==> src/rtl/GLOBAL_PARAM.sv <==
// Shared parameters, width helper and FSM state encoding for the ddr2buf block family.
package GLOBAL_PARAM;

  localparam int unsigned DDR_W = 512;

  // Bits needed to address v distinct values (minimum 1).
  function automatic int unsigned bw(input int unsigned v);
    int unsigned w = 1;
    while ((64'd1 << w) < 64'(v)) w++;
    return w;
  endfunction

  typedef enum logic [1:0] {
    DDR2BUF_IDLE  = 2'd0,
    DDR2BUF_RUN   = 2'd1,
    DDR2BUF_DRAIN = 2'd2,
    DDR2BUF_DONE  = 2'd3
  } ddr2buf_state_e;

endpackage

==> src/rtl/ddr2buf_unpack.sv <==
// Unpacks wide DDR stream beats into one-element-per-cycle buffer writes,
// broadcasting each element to the banks selected at job start.
module ddr2buf_unpack #(
  parameter int unsigned DDR_W    = GLOBAL_PARAM::DDR_W,
  parameter int unsigned ELEM_W   = 16,
  parameter int unsigned DEPTH    = 256,
  parameter int unsigned BANK_NUM = 4,
  parameter int unsigned ADDR_W   = GLOBAL_PARAM::bw(DEPTH)
) (
  input  logic                clk,
  input  logic                rst,
  input  logic                start,
  output logic                done,
  input  logic [ADDR_W:0]     elem_num,
  input  logic [ADDR_W-1:0]   base_addr,
  input  logic [BANK_NUM-1:0] bank_mask,
  input  logic [DDR_W-1:0]    ddr_data,
  input  logic                ddr_valid,
  output logic                ddr_ready,
  output logic [ELEM_W-1:0]   wr_data,
  output logic [ADDR_W-1:0]   wr_addr,
  output logic [BANK_NUM-1:0] wr_en,
  output logic                busy
);
  import GLOBAL_PARAM::*;

  localparam int unsigned BATCH = DDR_W / ELEM_W;
  localparam int unsigned PTR_W = bw(BATCH);
  localparam int unsigned CNT_W = bw(DEPTH + BATCH) + 1;

  ddr2buf_state_e      state_q, state_d;
  logic [DDR_W-1:0]    beat_q, beat_d;
  logic                full_q, full_d;
  logic [PTR_W-1:0]    ptr_q, ptr_d;
  logic [ADDR_W:0]     num_q, num_d;
  logic [BANK_NUM-1:0] mask_q, mask_d;
  logic [ADDR_W-1:0]   addr_q, addr_d;
  logic [CNT_W-1:0]    wcnt_q, wcnt_d;
  logic [CNT_W-1:0]    acc_q, acc_d;

  logic wr_fire, last_in_beat, last_elem, accept;

  // Next-state: job control, beat register (shifted so the current element sits at the LSBs), counters.
  always_comb begin
    state_d = state_q;
    beat_d  = beat_q;
    full_d  = full_q;
    ptr_d   = ptr_q;
    num_d   = num_q;
    mask_d  = mask_q;
    addr_d  = addr_q;
    wcnt_d  = wcnt_q;
    acc_d   = acc_q;

    wr_fire      = full_q;
    last_in_beat = (ptr_q == PTR_W'(BATCH - 1));
    last_elem    = ((wcnt_q + CNT_W'(1)) == CNT_W'(num_q));
    ddr_ready    = (state_q == DDR2BUF_RUN) && (!full_q || last_in_beat);
    accept       = ddr_ready && ddr_valid;

    unique case (state_q)
      DDR2BUF_IDLE: begin
        if (start) begin
          num_d   = elem_num;
          mask_d  = bank_mask;
          addr_d  = base_addr;
          wcnt_d  = '0;
          acc_d   = '0;
          state_d = (elem_num == '0) ? DDR2BUF_DONE : DDR2BUF_RUN;
        end
      end
      DDR2BUF_RUN: begin
        if (accept && ((acc_q + CNT_W'(BATCH)) >= CNT_W'(num_q))) state_d = DDR2BUF_DRAIN;
      end
      DDR2BUF_DRAIN: begin
        if (wr_fire && last_elem) state_d = DDR2BUF_DONE;
      end
      default: state_d = DDR2BUF_IDLE;
    endcase

    if (wr_fire) begin
      wcnt_d = wcnt_q + CNT_W'(1);
      addr_d = (addr_q == ADDR_W'(DEPTH - 1)) ? '0 : addr_q + ADDR_W'(1);
      beat_d = beat_q >> ELEM_W;
      ptr_d  = ptr_q + PTR_W'(1);
      // Tail elements of the final beat beyond elem_num are dropped here.
      if (last_in_beat || last_elem) begin
        full_d = 1'b0;
        ptr_d  = '0;
      end
    end

    if (accept) begin
      beat_d = ddr_data;
      full_d = 1'b1;
      ptr_d  = '0;
      acc_d  = acc_q + CNT_W'(BATCH);
    end
  end

  always_ff @(posedge clk) begin
    if (rst) begin
      state_q <= DDR2BUF_IDLE;
      beat_q  <= '0;
      full_q  <= 1'b0;
      ptr_q   <= '0;
      num_q   <= '0;
      mask_q  <= '0;
      addr_q  <= '0;
      wcnt_q  <= '0;
      acc_q   <= '0;
    end else begin
      state_q <= state_d;
      beat_q  <= beat_d;
      full_q  <= full_d;
      ptr_q   <= ptr_d;
      num_q   <= num_d;
      mask_q  <= mask_d;
      addr_q  <= addr_d;
      wcnt_q  <= wcnt_d;
      acc_q   <= acc_d;
    end
  end

  // Outputs are pure decodes of registered state; gated to zero off write cycles.
  assign wr_en   = wr_fire ? mask_q : '0;
  assign wr_data = wr_fire ? beat_q[ELEM_W-1:0] : '0;
  assign wr_addr = wr_fire ? addr_q : '0;
  assign done    = (state_q == DDR2BUF_DONE);
  assign busy    = (state_q != DDR2BUF_IDLE);

endmodule

==> config.mk <==
export PLATFORM = sky130hd
export DESIGN_NAME = ddr2buf_unpack
export DESIGN_NICKNAME = d
export VERILOG_FILES = /design/src/rtl/GLOBAL_PARAM.sv /design/src/rtl/ddr2buf_unpack.sv
export SDC_FILE = /design/constraint.sdc
export NUM_CORES = 1
export LEC_CHECK = 0
export BUFFER_PORTS_ARGS = -buffer_cell sky130_fd_sc_hd__buf_2
export CORE_ASPECT_RATIO = 1.4
export CORE_MARGIN = 4
export CORE_UTILIZATION = 50
export CTS_BUF_LIST = sky130_fd_sc_hd__clkbuf_8
export CTS_CLUSTER_SIZE = 16
export DETAILED_ROUTE_END_ITERATION = 6
export HOLD_SLACK_MARGIN = 0.02
export PLACE_DENSITY = 0.75
export SLEW_MARGIN = 20
export SYNTH_ARGS = -nofsm -noshare
export SYNTH_HDL_FRONTEND = slang
export SYNTH_SLANG_ARGS = --single-unit
==> constraint.sdc <==
create_clock -name clk -period 3.65 [get_ports clk]
set_clock_uncertainty 0.2 [all_clocks]
set_input_delay 0.365 -clock clk [delete_from_list [all_inputs] [get_ports clk]]
set_output_delay 0.365 -clock clk [all_outputs]
set_load 0.03 [all_outputs]
==> qor.yml <==
job:
  cap_violations: 0
cts:
  post_cts_resized: 0
  cts_num_sinks: 556
  cts_buffers: 85
  clk_pin_slew_ns: 0.06
  cts_max_level: 3
  cts_root_buf: "clkbuf_8"
  clock_latency_ns: 0.68
  cts_tree: "done"
  cts_buffer_depth: 3
timing:
  slew_viol_final: 0
  rsz0062_at_grt: "false"
  timing.hold.ws_ns: 0.119
  relSlewSlack_pct: 27.3
  min_period_over_period_pct: 91.1
  fin_crit_ns: 3.33
  fmax_mhz: 301
  hold_viol_final: 0
  fin_ws_ns: 0.325
  setup_viol: 0
  fin_tns_setup_ns: 0
  tightest_slew_ns: 1.09
outcome:
  status: "completed"
floorplanning:
  start_util_pct: 50.5
  rows: 96
  core_mm2: 0.0490
  die_h_um: 271
  pin_count: 568
  die_area_mm2: 0.0531
  die_w_um: 196
place:
  hpwl_um: 55100
  dpl.cell_count: 3652
  gp_congestion: 0.919
  io_buffers: 567
  pre_cts_slack_ns: 0.817
yosys:
  synth_seq_area_share_pct: 45.0
  netlist-cell-type-count: 55
  yosysWarnings: 0
  synth_cells: 2648
  yosys.area.top_type: "dfxtp_1"
  synth_area_per_cell_um2: 9.34
  synth_top_area_share_pct: 45.0
  synth_most_common_cell: "dfxtp_1"
  synthFlopType: "dfxtp_1"
  ys_top_cells_by_area: "dfxtp_1 (45%), mux2i_1 (20%), a211oi_1 (15%), nor2_1 (8.1%), clkbuf_1 (3.1%)"
  synth_area_mm2: 0.0247
  ys_ff_latch: 556
  ys_top_cells_by_count: "dfxtp_1 (556), nor2_1 (531), mux2i_1 (497), a211oi_1 (496), clkbuf_1 (201)"
  synth_fp_nets: 3198
  async_reset_ff_share_pct: 0
  synth_edf_count: 0
routing:
  vias: 25200
  viasPerCell: 5.80
  drc: 0
  antenna_left: 0
  totalWireLength_um: 94300
  post_drt_wl_per_cell_um: 21.6
  dr.pass1.iters: 5
  drtIter0Drc: 1940
setup_path:
  path_cells: "ha_1, and3_1, ha_1, nand2b_1, nand3_4, buf_4, nor2_1, a211oi_1, dlygate4sd3_1"
  cp-end-kind: "flip-flop"
  path_common_cell: "ha_1"
  cp_max_fo: 50
  crit_family: "buffers and inverters"
  critPathBufInv: 2
  cp-start-kind: "flip-flop"
  criticalPathCategory: "reg2reg"
  cp_slowest_stage_delay_ns: 0.59
  worstPathRequired_ns: 4.05
  slowest_stage: "dlygate4sd3_1"
  crit_arrival_ns: 3.73
min_path:
  hold_path_class: "in2reg"
power_and_ir_drop:
  power.total_mw: 20.1
  p_leak_nw: 13.6
  vdd.ir_drop.worst_mv: 0.368
  powerDensity_mw_per_mm2: 573
finish:
  nets: 4191
  syn_to_final_growth_pct: 42.0
  nFillCells: 3132
  drive_gt1_share_pct: 20.3
  final_cells: 4356
global_routing:
  grt_usage_pct: 33.8
  grt_max_degree: 152
  grt_first_pass_wirelength_um: 145000
  antenna_found_initial: 14
  grt_overflow: 0
  grt_pass1_vias: 26300
## logic make-up (layout without fill, tap and decap cells)
kind of cell | count (synthesis) | in the layout | share of synthesized area [%]
simple gates | 708 | 708 | 11.7
compound gates | 591 | 591 | 17.3
flops | 556 | 556 | 45.0
mux | 500 | 500 | 20.2
buf+inv | 261 | 1316 | 4.36
xor+xnor | 19 | 19 | 0.733
fa+ha+maj | 13 | 13 | 0.658
other cells | 0 | 16 | 0
## flip-flops by register name, indices dropped and copies added (netlist names)
register,cells
state_q,2
full_q,1
mask_q,4
ptr_q,5
addr_q,8
wcnt_q,10
acc_q,5
beat_q,512
num_q,9
## worst reg2reg max path: stages, from the launching register on
cell and delay [ns]:
dfxtp_1 0.34, ha_1 0.25, and3_1 0.20, ha_1 0.24, nand2b_1 0.24, nand3_4 0.30
buf_4 0.50, nor2_1 0.15, a211oi_1 0.25, dlygate4sd3_1 0.59
## power breakdown
part	internal (mW)	switching [mW]
logic	2.73	3.27
registers	7.53	1.16
clock network	2.91	2.51
total	13.2	6.95
## path summary, 6_finish.rpt
check / startpoint / to / slack, ns / cells after the start
max: ptr_q[0] / beat_q[349] / 0.32 / 9
min: ddr_valid / state_q[0] / 0.12 / 4
max reg2reg: ptr_q[0] / beat_q[349] / 0.32 / 9
min reg2reg: ptr_q[4] / ptr_q[4] / 0.26 / 2
## layout make-up
cell class	count	area [um2]	area share, %
Tap cell	637	797	2.27
Inverter	11	41.3	0.118
Antenna cell	16	40.0	0.114
Sequential cell	556	11100	31.7
Multi-Input combinational cell	1831	12500	35.7
Clock buffer	110	1510	4.31
Timing Repair Buffer	1156	8810	25.1
Clock inverter	39	245	0.698
## stage by stage
stage               util [%]  cell area (um2)
global route            71.6            35100
finish                  71.7            35100
detailed placement      57.0            27900
CTS                     71.6            35100
global placement        57.0            27900
floorplan                  -            24700
## layer usage
layer,share of wire [%],track usage [%],vias to the layer above
li1,-,-,11600
met1,37,37.9,11800
met2,48,56.4,1429
met3,7.2,7.25,467
met4,8.1,24.2,2
met5,0.013,0,-
## layout by cell type (no fill, tap or decap), drive strengths merged, types with 2 or more instances in the layout
master and n:
buf 617, dfxtp 556, dlygate4sd3 539, nor2 531, mux2i 497, a211oi 496
clkbuf 110, nand2 79, a21oi 57, inv 40, and2 29, nand3 28
diode 16, o21ai 14, ha 13, nor3 12, xor2 11, and3 10
xnor2 7, a31oi 7, nor4 6, clkinv 6, nand4 4, mux2 3
bufinv 3, a311oi 3, o211ai 3, nand2b 2, o2111ai 2
## timing repair
item | in CTS | in global routing
hold endpoints to repair | 537 | 0
hold buffers | 539 | 0
setup buffers | 0 | 0
Note: power is estimated with default switching activity, not from simulation.
